## config.mk

```make
export PLATFORM = sky130hd
export DESIGN_NAME = ic1337_driver
export DESIGN_NICKNAME = d
export VERILOG_FILES = /design/src/rtl/ic1337_driver.sv
export SDC_FILE = /design/constraint.sdc
export NUM_CORES = 1
export LEC_CHECK = 0
export BUFFER_PORTS_ARGS = -buffer_cell sky130_fd_sc_hd__buf_2
export CORE_AREA = 3 3 49 51
export CTS_CLUSTER_SIZE = 8
export DETAILED_ROUTE_END_ITERATION = 10
export DIE_AREA = 0 0 52 54
export GPL_TIMING_DRIVEN = 0
export MAX_ROUTING_LAYER = met4
export PLACE_DENSITY = 0.52
export RECOVER_POWER = 50
export SETUP_SLACK_MARGIN = 0.2
export SYNTH_ARGS = -nofsm -noshare
export SYNTH_HDL_FRONTEND = slang
export SYNTH_SLANG_ARGS = --single-unit
```

## constraint.sdc

```tcl
create_clock -name clk -period 2.7 [get_ports clk]
set_clock_uncertainty 0.05 [all_clocks]
set_input_delay 0 -clock clk [delete_from_list [all_inputs] [get_ports clk]]
set_output_delay 0 -clock clk [all_outputs]
set_load 0.01 [all_outputs]
```

## src/rtl/ic1337_driver.sv

```systemverilog
// ---------------------------------------------------------------------------
// ic1337_driver
//
// Steering controller for the ic1337 two-flop chip. It takes a requested
// output state {Q1,Q0} and emits a sequence of {I2,I1,I0} codes that move
// the chip to that state. It keeps a shadow copy of the chip state and, once
// the target is reached, parks the chip with a code that holds it there.
//
// Optional build macro:
//   IC1337_FBCHK_EN  - compare the chip's Q feedback against the shadow
//                      while idle or steering. A mismatch resyncs the
//                      shadow. Too many resyncs for one request lock the
//                      block in ERR until reset.
//                      When the macro is not defined, q_fb is not used and
//                      err is held at 0.
//
// Parameters:
//   RETRY_MAX - number of feedback resyncs allowed per request before ERR
//   RESET_Q   - shadow {Q1,Q0} after reset (the chip's power-up state)
//
// Ports:
//   clk     in   1  rising-edge clock, shared with ic1337
//   rst_n   in   1  asynchronous active-low reset
//   req     in   1  request strobe, accepted when req=1 and ready=1
//   target  in   2  requested {Q1,Q0}, sampled on acceptance
//   q_fb    in   2  chip {Q1,Q0} feedback
//   i_drv   out  3  registered {I2,I1,I0} driven to the chip
//   ready   out  1  a request can be accepted
//   done    out  1  one-cycle pulse when the shadow reaches the target
//   err     out  1  sticky feedback-failure flag
//
// States:
//   HOLD  | chip parked on the shadow state; requests accepted
//   STEER | driving steer codes toward the latched target
//   ERR   | feedback check gave up; park on q_fb until reset
// ---------------------------------------------------------------------------
module ic1337_driver #(
    parameter int         RETRY_MAX = 1,
    parameter logic [1:0] RESET_Q   = 2'b00
) (
    input  logic       clk,
    input  logic       rst_n,
    input  logic       req,
    input  logic [1:0] target,
    input  logic [1:0] q_fb,
    output logic [2:0] i_drv,
    output logic       ready,
    output logic       done,
    output logic       err
);

    typedef enum logic [1:0] {
        S_HOLD  = 2'd0,
        S_STEER = 2'd1,
        S_ERR   = 2'd2
    } state_t;

    // Next {Q1,Q0} of the chip for a given present state and input code.
    function automatic logic [1:0] chip_next(input logic [1:0] q, input logic [2:0] code);
        logic [1:0] r;
        r = q;
        if (code[2]) begin
            if (code[0]) r = {q[1], 1'b1};
            else         r = 2'b11;
        end else begin
            case (code[1:0])
                2'b10:        r = 2'b00;
                2'b00, 2'b11: r = {~q[1], q[0]};
                default:      r = {1'b0, q[0]};
            endcase
        end
        return r;
    endfunction

    // Code that holds the chip in its current state. State 10 has no hold
    // code: 000 lets it decay to 00, which then parks normally.
    function automatic logic [2:0] park_code(input logic [1:0] q);
        logic [2:0] r;
        case (q)
            2'b00:   r = 3'b001;
            2'b01:   r = 3'b101;
            2'b11:   r = 3'b101;
            default: r = 3'b000;
        endcase
        return r;
    endfunction

    // One step toward the target. Every path is at most two steps long.
    function automatic logic [2:0] steer_code(input logic [1:0] s, input logic [1:0] t);
        logic [2:0] r;
        case (t)
            2'b00:   r = 3'b010;
            2'b11:   r = 3'b100;
            2'b01:   r = s[0] ? 3'b001 : 3'b100;
            default: r = (s == 2'b00) ? 3'b000 : 3'b010;
        endcase
        return r;
    endfunction

    state_t     state, state_nxt;
    logic [1:0] shadow, shadow_nxt;
    logic [1:0] tgt, tgt_nxt;
    logic [2:0] i_drv_nxt;
    logic       done_nxt;
    logic       accept;

    assign accept = (state == S_HOLD) && req;
    assign ready  = (state == S_HOLD);

`ifdef IC1337_FBCHK_EN
    localparam int RW = $clog2(RETRY_MAX + 2);

    logic [RW-1:0] retry, retry_nxt;
    logic          fb_mis;

    assign fb_mis = (state != S_ERR) && (q_fb != shadow);
    assign err    = (state == S_ERR);

    always_comb begin
        retry_nxt = retry;
        if (state != S_ERR) begin
            retry_nxt = (accept ? '0 : retry) + RW'(fb_mis);
        end
    end

    // On a mismatch the chip is trusted over the shadow.
    always_comb begin
        shadow_nxt = chip_next(shadow, i_drv);
        if (fb_mis) shadow_nxt = chip_next(q_fb, i_drv);
    end

    always_ff @(posedge clk or negedge rst_n) begin
        if (!rst_n) retry <= '0;
        else        retry <= retry_nxt;
    end
`else
    assign err = 1'b0;

    always_comb begin
        shadow_nxt = chip_next(shadow, i_drv);
    end
`endif

    always_comb begin
        state_nxt = state;
        i_drv_nxt = park_code(shadow_nxt);
        done_nxt  = 1'b0;
        tgt_nxt   = accept ? target : tgt;

        case (state)
            S_HOLD: begin
                if (accept) begin
                    if (shadow_nxt == target) begin
                        done_nxt = 1'b1;
                    end else begin
                        state_nxt = S_STEER;
                        i_drv_nxt = steer_code(shadow_nxt, target);
                    end
                end
            end
            S_STEER: begin
                if (shadow_nxt == tgt) begin
                    state_nxt = S_HOLD;
                    done_nxt  = 1'b1;
                end else begin
                    i_drv_nxt = steer_code(shadow_nxt, tgt);
                end
            end
            S_ERR: begin
                i_drv_nxt = park_code(q_fb);
            end
            default: begin
                state_nxt = S_HOLD;
            end
        endcase

`ifdef IC1337_FBCHK_EN
        if ((state != S_ERR) && (retry_nxt > RW'(RETRY_MAX))) begin
            state_nxt = S_ERR;
            done_nxt  = 1'b0;
            i_drv_nxt = park_code(q_fb);
        end
`endif
    end

    always_ff @(posedge clk or negedge rst_n) begin
        if (!rst_n) begin
            state  <= S_HOLD;
            shadow <= RESET_Q;
            tgt    <= 2'b00;
            i_drv  <= park_code(RESET_Q);
            done   <= 1'b0;
        end else begin
            state  <= state_nxt;
            shadow <= shadow_nxt;
            tgt    <= tgt_nxt;
            i_drv  <= i_drv_nxt;
            done   <= done_nxt;
        end
    end

endmodule

```

==> impl_metrics.py, run 1 <==
metrics = {
    "clocking": {
        "h-tree-depth": 1,
        "cts_inserted_buffers": 3,
        "postCtsSetupRepairBufs": 0,
        "cts_tree": "done",
        "clkSinkCount": 9,
        "ctsHoldBuffers": 3,
        "clk_path_buf_depth": 2,
        "root_buffer": "clkbuf_4",
        "path_clk_slew_ps": 60,
        "worstSkewPairLatency_ps": 260,
        "cts_resized": 0,
    },
    "setup_path": {
        "start_kind": "flop",
        "r2r_cells": 5,
        "rr_startpoint": "i_drv[0]$_DFF_PN1_",
        "cp_slowest_cell": "dfstp_2",
        "slowest_delay_ps": 560,
        "r2r_end": "state[0]$_DFFE_PN0P_",
        "r2r_setup_slack_ps": 780,
        "criticalPathCategory": "reg2reg",
        "cp_data_arrival_time_ps": 2020,
        "path_cells": "ha_1 -> nor2b_4 -> o211ai_1 -> nand3_2 -> a221o_1",
        "endpoint_kind": "flop",
        "worstPathMaxFanout": 4,
        "required_ps": 2800,
    },
    "timing": {
        "tightest_slew_ps": 523,
        "whs_ps": 7.65,
        "min_period_ps": 1920,
        "report.final.slew_viol_count": 0,
        "slew_headroom_pct": 65.1,
        "finalHoldViolCount": 0,
        "fin_crit_sh_pct": 71.1,
        "max_freq_mhz": 521,
        "final-setup-viol-count": 0,
        "tns_ps": 0,
        "rsz0062_at_grt": "no",
    },
    "worst_hold_path": {
        "min_path_type": "in2reg",
        "worstHoldEndpoint": "tgt[1]$_DFFE_PN0P_",
        "hold_depth": 3,
        "min_from": "target[1]",
    },
    "power_and_ir_drop": {
        "power.density_nw_per_um2": 1420,
        "ir_drop_v": 0.000579,
        "total_leakage_power_nw": 0.316,
    },
    "synth": {
        "synth_fp_nets": 67,
        "synth-seq-cells": 9,
        "post_synth_instance_area_um2": 589,
        "yosys_warnings": 0,
        "ys.flop_type": "dfrtp_1",
        "synth_area_per_cell_um2": 9.99,
        "yosysUniqueCellTypes": 36,
        "seq_area_frac_synth_pct": 38.4,
        "async_flop_share_pct": 100,
        "synthCells": 59,
        "synth_edf_count": 0,
    },
    "global_routing": {
        "grt_max_degree": 11,
        "overflow": 0,
        "track_usage_pct": 10.7,
        "grt_pass1_wl_um": 2030,
        "antenna_found_initial": 0,
        "grt_pass1_vias": 445,
    },
    "cells_and_area": {
        "multi_input_area_um2": 317,
        "n_antenna_cell": 0,
        "final_cell_count_no_fill": 102,
        "seqCellArea_um2": 226,
        "drive_above_1_share_pct": 28.0,
        "nets": 84,
        "syn_to_final_growth_pct": 22.3,
        "fill_cells": 201,
    },
    "drt": {
        "via_per_inst": 4.53,
        "drt_pass1_iterations": 4,
        "wl_per_cell_um": 11.4,
        "ant_nets": 0,
        "drc": 0,
        "routed-via-count": 462,
        "drt-initial-drc-count": 9,
        "wl_um": 1160,
    },
    "floorplan": {
        "die_area_um2": 2810,
        "die_height_um": 54,
        "die_width_um": 52,
        "core.rowCount": 16,
        "start_util_pct": 29.7,
        "core_um2": 1980,
        "top_level_ports": 13,
    },
    "status": {
        "outcome": "finished clean",
    },
    "place": {
        "place_congestion": 0.763,
        "place_inst": 95,
        "dpl.hpwl_um": 870,
        "numPortBuffers": 9,
    },
    "run": {
        "cap_violations": 0,
    },
}
cells in the mapped netlist, drive strengths merged, types with 2 or more instances:
| cell type | count | area [um^2] |
|---|---|---|
| xnor2 | 2 | 17.5 |
| nor2 | 3 | 27.5 |
| o21ai | 5 | 28.8 |
| nand2 | 5 | 18.8 |
| dfrtp | 8 | 200 |
| nand2b | 2 | 12.5 |
| buf | 3 | 23.8 |
| o311ai | 2 | 17.5 |
| a21oi | 2 | 10.0 |
| inv | 6 | 22.5 |
| nor2b | 2 | 20.0 |
cells in the final DEF, fill, tap and decap left out, types with 2 or more instances in the layout:
| master | count |
|---|---|
| a21oi_1 | 2 |
| clkbuf_1 | 4 |
| xnor2_1 | 2 |
| buf_2 | 7 |
| dfrtp_1 | 8 |
| inv_1 | 5 |
| nor2_1 | 2 |
| o311ai_1 | 2 |
| o21ai_0 | 4 |
| nand2b_1 | 2 |
| dlygate4sd3_1 | 3 |
| clkbuf_4 | 3 |
| nand2_1 | 5 |
worst max path at each step:
stage                  startpoint              endpoint
6_report       i_drv[0]$_DFF_PN1_  state[0]$_DFFE_PN0P_
3_5_place_dp   i_drv[0]$_DFF_PN1_  state[0]$_DFFE_PN0P_
4_1_cts        i_drv[0]$_DFF_PN1_  state[0]$_DFFE_PN0P_
2_1_floorplan  i_drv[0]$_DFF_PN1_  state[0]$_DFFE_PN0P_
3_3_place_gp   i_drv[0]$_DFF_PN1_  state[0]$_DFFE_PN0P_
5_1_grt        i_drv[0]$_DFF_PN1_  state[0]$_DFFE_PN0P_
sequential cells by signal, summed over array words and instances (netlist names):
name / count
tgt: 2
done: 1
state: 1
shadow: 2
i_drv: 3
power breakdown:
| group | switching [mW] | leakage, nW | internal (mW) |
|---|---|---|---|
| Clock | 0.0458 | 0.0150 | 0.0569 |
| Combinational | 0.349 | 0.194 | 0.305 |
| Sequential | 0.0580 | 0.107 | 0.210 |
| Total | 0.453 | 0.316 | 0.572 |
area by class of cell:
class / count / share of cell area (%)
Buffer: 3 / 3.30
Tap cell: 27 / 4.69
Sequential cell: 9 / 31.4
Multi-Input combinational cell: 41 / 43.9
Inverter: 6 / 3.13
Timing Repair Buffer: 12 / 9.90
Clock buffer: 4 / 3.65
kinds of logic (layout without fill, tap and decap cells):
logic type | Yosys count | in the layout | share of synthesized area, %
AOI/OAI and AO/OA | 19 | 19 | 26.8
adders and majority gates | 1 | 1 | 2.12
other | 1 | 1 | 0.636
muxes | 1 | 1 | 1.70
xor gates and xnor gates | 2 | 2 | 2.97
DFF | 9 | 9 | 38.4
buffers and inverters | 9 | 25 | 7.85
and+or+nand+nor | 17 | 17 | 19.5
through the flow:
step,utilization [%],worst slack (ps),cell area (um^2),power [mW]
CTS,36.6,782,724,1.04
global route,36.4,694,721,1.12
detailed placement,33.7,799,668,0.924
floorplan,-,890,589,0.797
global placement,33.7,766,668,0.924
finish,36.4,780,721,1.02
worst max-delay path: cells and delay by family (launching register included):
family / cells / cell delay (ps)
DFF: 1 / 560
adders and majority gates: 1 / 280
and+or+nand+nor: 2 / 310
AOI/OAI and AO/OA: 2 / 610
metal layers:
metal	global-route usage (%)	part of all wire [%]	wire (um)
met5	-	0	0
met4	9.17	2.7	32
met3	2.49	3.7	43
met2	14.0	44	511
met1	13.5	50	577
Note: power is estimated with default switching activity, not from simulation.
==> inputs of run 2 (changes only) <==
==> constraint.sdc (replaced) <==
create_clock -name clk -period 1.9 [get_ports clk]
set_clock_uncertainty 0.05 [all_clocks]
set_input_delay 0 -clock clk [delete_from_list [all_inputs] [get_ports clk]]
set_output_delay 0 -clock clk [all_outputs]
set_load 0.01 [all_outputs]
==> impl_metrics.py, run 2 (synthesis gave the netlist of run 1 again) <==
metrics = {
    "global_routing": {
        "grt_max_degree": 11,
        "overflow": 0,
        "antenna_found_initial": 0,
        "track_usage_pct": 10.8,
        "grt_pass1_wl_um": 2140,
        "grt_pass1_vias": 471,
    },
    "floorplan": {
        "die_area_um2": 2810,
        "start_util_pct": 29.7,
        "core_um2": 1980,
        "die_width_um": 52,
        "die_height_um": 54,
        "core.rowCount": 16,
        "top_level_ports": 13,
    },
    "run": {
        "cap_violations": 0,
    },
    "drt": {
        "via_per_inst": 4.79,
        "drc": 0,
        "wl_per_cell_um": 12.1,
        "wl_um": 1270,
        "routed-via-count": 503,
        "drt-initial-drc-count": 11,
        "ant_nets": 0,
        "drt_pass1_iterations": 4,
    },
    "clocking": {
        "worstSkewPairLatency_ps": 260,
        "path_clk_slew_ps": 60,
        "clkSinkCount": 9,
        "cts_tree": "done",
        "h-tree-depth": 1,
        "clk_path_buf_depth": 2,
        "root_buffer": "clkbuf_4",
        "cts_inserted_buffers": 3,
    },
    "place": {
        "place_inst": 95,
        "post-place-ws_ps": 25.8,
        "numPortBuffers": 9,
        "dpl.hpwl_um": 994,
        "place_congestion": 0.787,
    },
    "cells_and_area": {
        "regMostFlops": "i_drv",
        "fill_cells": 221,
        "final_cell_mix": "dfrtp_1 (8), buf_2 (7), nand2_1 (5)",
        "final_common_cell": "dfrtp_1",
        "syn_to_final_growth_pct": 29.5,
        "nets": 87,
        "drive_above_1_share_pct": 33.3,
        "final_cell_count_no_fill": 105,
        "reg_top3": "i_drv (3), shadow (2), tgt (2)",
        "n_antenna_cell": 0,
        "largest_reg_flops": 3,
    },
    "power_and_ir_drop": {
        "power.density_nw_per_um2": 2080,
        "total_leakage_power_nw": 0.331,
        "ir_drop_v": 0.000700,
        "p_total_mw": 1.59,
    },
    "timing": {
        "max_freq_mhz": 558,
        "tns_ps": 0,
        "rsz0062_at_grt": "yes",
        "final-setup-viol-count": 0,
        "fin_crit_sh_pct": 94.4,
        "postLayoutSetupSlackWorst_ps": 106,
        "min_period_ps": 1790,
        "finalHoldViolCount": 0,
        "report.final.slew_viol_count": 0,
    },
    "setup_path": {
        "endpoint_kind": "flop",
        "start_kind": "flop",
        "r2r_setup_slack_ps": 110,
        "required_ps": 1990,
        "criticalPathCategory": "reg2reg",
        "cp_data_arrival_time_ps": 1880,
        "worstPathMaxFanout": 4,
    },
    "worst_hold_path": {
        "min_path_type": "in2reg",
    },
    "status": {
        "outcome": "finished clean",
    },
}
==> run 2: cell count changes in the layout (fill, tap and decap cells not counted) <==
cell     before  now
buf_4         1    4
ha_1          1    0
ha_4          0    1
inv_1         5    4
inv_2         1    2
o21ai_2       1    0
o21ai_4       0    1
==> run 2: through the flow <==
step                utilization (%)  instance area [um^2]  hold WS, ps
finish                         38.5                   763         8.48
global route                   38.5                   763         68.7
CTS                            38.3                   759         8.62
detailed placement             34.3                   681         -184
global placement               34.3                   681         -189
floorplan                         -                   602         -346
==> run 2: per-layer routing <==
layer	global-route usage, %	routed length, um	share of wire [%]	vias to the layer above
li1	-	-	-	248
met5	-	0	0	-
met3	2.49	55	4.3	4
met1	13.3	566	45	239
met4	5.24	18	1.4	0
met2	16.5	629	50	12
==> run 2: worst paths after layout <==
check / from / endpoint / cells past startpoint
max reg2reg: i_drv[0]$_DFF_PN1_ / state[0]$_DFFE_PN0P_ / 5
min reg2reg: state[0]$_DFFE_PN0P_ / i_drv[0]$_DFF_PN1_ / 2
max: i_drv[0]$_DFF_PN1_ / state[0]$_DFFE_PN0P_ / 5
max in group asynchronous: rst_n / i_drv[0]$_DFF_PN1_ / 2
min: target[1] / tgt[1]$_DFFE_PN0P_ / 3
min in group asynchronous: rst_n / shadow[1]$_DFF_PN0_ / 2
==> run 2: where the power goes <==
group	switching (mW)	internal [mW]	total (mW)	leakage (nW)
clock	0.0661	0.0809	0.147	0.0150
combinational	0.540	0.519	1.06	0.209
sequential	0.0855	0.299	0.384	0.107
==> run 2: area by class of cell <==
class                           count  area, um^2  share of cell area (%)
Tap cell                           27        33.8                    4.43
Timing Repair Buffer               15        93.8                    12.3
Clock buffer                        4        26.3                    3.44
Inverter                            6        22.5                    2.95
Sequential cell                     9         226                    29.7
Multi-Input combinational cell     41         337                    44.1
Buffer                              3        23.8                    3.11
==> run 2: what timing repair did <==
action,in CTS,in global routing
hold buffers,3,0
resized for setup,0,2
buffers inserted,3,0
setup endpoints to repair,4,5
endpoints found under the hold margin,11,0
pin swaps,3,1
==> run 2: critical path, stage by stage, from the launching register on <==
cell and delay, ps:
dfstp_2 550, ha_4 210, nor2b_4 140, o211ai_1 260
nand3_2 130, a221o_1 330
==> inputs of run 3 (changes only) <==
--- a/config.mk
+++ b/config.mk
@@ -12,7 +12,7 @@
 export DIE_AREA = 0 0 52 54
 export GPL_TIMING_DRIVEN = 0
 export MAX_ROUTING_LAYER = met4
-export PLACE_DENSITY = 0.52
+export PLACE_DENSITY_LB_ADDON = 0.2
 export RECOVER_POWER = 50
 export SETUP_SLACK_MARGIN = 0.2
 export SYNTH_ARGS = -nofsm -noshare
==> impl_metrics.py, run 3 (synthesis gave the netlist of run 1 again) <==
metrics = {
    "drt": {
        "drt_pass1_iterations": 4,
        "ant_nets": 0,
        "routed-via-count": 503,
        "wl_um": 1320,
        "drc": 0,
        "wl_per_cell_um": 12.3,
        "via_per_inst": 4.70,
        "drt-initial-drc-count": 12,
    },
    "timing": {
        "min_period_ps": 1740,
        "finalHoldViolCount": 0,
        "whs_ps": 21.1,
        "max_freq_mhz": 574,
        "tns_ps": 0,
        "tightest_slew_ps": 514,
        "rsz0062_at_grt": "yes",
        "report.final.slew_viol_count": 0,
        "postLayoutSetupSlackWorst_ps": 158,
        "final-setup-viol-count": 0,
        "fin_crit_sh_pct": 91.7,
        "slew_headroom_pct": 65.7,
    },
    "floorplan": {
        "die_area_um2": 2810,
        "top_level_ports": 13,
        "core.rowCount": 16,
        "die_width_um": 52,
        "start_util_pct": 29.7,
        "core_um2": 1980,
        "die_height_um": 54,
    },
    "global_routing": {
        "grt_pass1_vias": 460,
        "overflow": 0,
        "grt_pass1_wl_um": 2130,
        "antenna_found_initial": 0,
        "track_usage_pct": 11.4,
        "grt_max_degree": 11,
    },
    "cells_and_area": {
        "syn_to_final_growth_pct": 33.3,
        "nets": 89,
        "drive_above_1_share_pct": 35.0,
        "n_antenna_cell": 0,
        "regMostFlops": "i_drv",
        "largest_reg_flops": 3,
        "final_cell_mix": "dfrtp_1 (8), buf_2 (7), buf_4 (6), inv_1 (5), nand2_1 (5)",
        "final_common_cell": "dfrtp_1",
        "reg_top3": "i_drv (3), shadow (2), tgt (2)",
    },
    "setup_path": {
        "slowest_delay_ps": 550,
        "worstPathMaxFanout": 4,
        "start_kind": "flop",
        "required_ps": 1990,
        "cp_slowest_cell": "dfstp_2",
        "cp_data_arrival_time_ps": 1840,
        "criticalPathCategory": "reg2reg",
        "endpoint_kind": "flop",
        "r2r_setup_slack_ps": 160,
        "path_cells": "ha_4 -> nor2b_4 -> o211ai_1 -> nand3_2 -> a221o_1",
    },
    "power_and_ir_drop": {
        "ir_drop_v": 0.000708,
        "total_leakage_power_nw": 0.342,
        "p_total_mw": 1.65,
        "power.density_nw_per_um2": 2100,
    },
    "place": {
        "post-place-ws_ps": 21.7,
        "dpl.hpwl_um": 986,
        "numPortBuffers": 9,
        "place_congestion": 0.739,
    },
    "clocking": {
        "cts_tree": "done",
        "root_buffer": "clkbuf_4",
        "worstSkewPairLatency_ps": 260,
        "h-tree-depth": 1,
        "clkSinkCount": 9,
        "clk_path_buf_depth": 2,
        "cts_inserted_buffers": 3,
        "path_clk_slew_ps": 60,
    },
    "status": {
        "outcome": "finished clean",
    },
    "worst_hold_path": {
        "min_path_type": "in2reg",
    },
    "run": {
        "cap_violations": 0,
    },
}
==> run 3: stage by stage <==
step | instances | utilization, % | instance area, um^2
after floorplan | 59 | - | 602
after global placement | 95 | 34.3 | 681
after detailed placement | 95 | 34.3 | 681
after CTS | 105 | 38.3 | 759
after global routing | 107 | 39.6 | 786
final | 107 | 39.6 | 786
==> run 3: path summary, 6_finish.rpt <==
| path | from | end | cells after the start |
|---|---|---|---|
| hold / removal | target[1] | tgt[1]$_DFFE_PN0P_ | 3 |
| setup reg to reg | i_drv[0]$_DFF_PN1_ | state[0]$_DFFE_PN0P_ | 5 |
| min in group asynchronous | rst_n | state[0]$_DFFE_PN0P_ | 2 |
| max in group asynchronous | rst_n | i_drv[0]$_DFF_PN1_ | 2 |
| hold reg to reg | state[0]$_DFFE_PN0P_ | i_drv[0]$_DFF_PN1_ | 2 |
| setup / recovery | i_drv[0]$_DFF_PN1_ | state[0]$_DFFE_PN0P_ | 5 |
==> run 3: where the power goes <==
part / switching (mW) / internal, mW / total [mW]
combinational: 0.566 / 0.559 / 1.13
sequential: 0.0822 / 0.299 / 0.381
clock: 0.0661 / 0.0808 / 0.147
total: 0.715 / 0.938 / 1.65
==> run 3: per-layer routing <==
layer / share of wire, % / global-route usage [%]
met4: 2.4 / 9.17
met5: 0 / -
met1: 49 / 14.0
met3: 3.5 / 2.49
met2: 45 / 16.1
==> run 3: worst max-delay path: cells and delay by family (launching register included) <==
| family | cells | cell delay (ps) |
|---|---|---|
| fa+ha+maj | 1 | 210 |
| compound gates | 2 | 560 |
| flops | 1 | 550 |
| simple gates | 2 | 260 |
==> run 3: final cells by class <==
cell class                 count  area, um^2
clock buffer                   4        26.3
inverter                       6        22.5
fill                         192        1200
tap                           27        33.8
multi-input combinational     41         344
timing repair buffer          17         109
sequential                     9         226
buffer                         3        23.8
==> run 3: timing repair <==
item	CTS	global route
hold buffers	3	0
endpoints found under the setup margin	4	5
gates resized for setup	0	2
buffers inserted	3	2
endpoints found under the hold margin	11	0
pin swaps	3	1
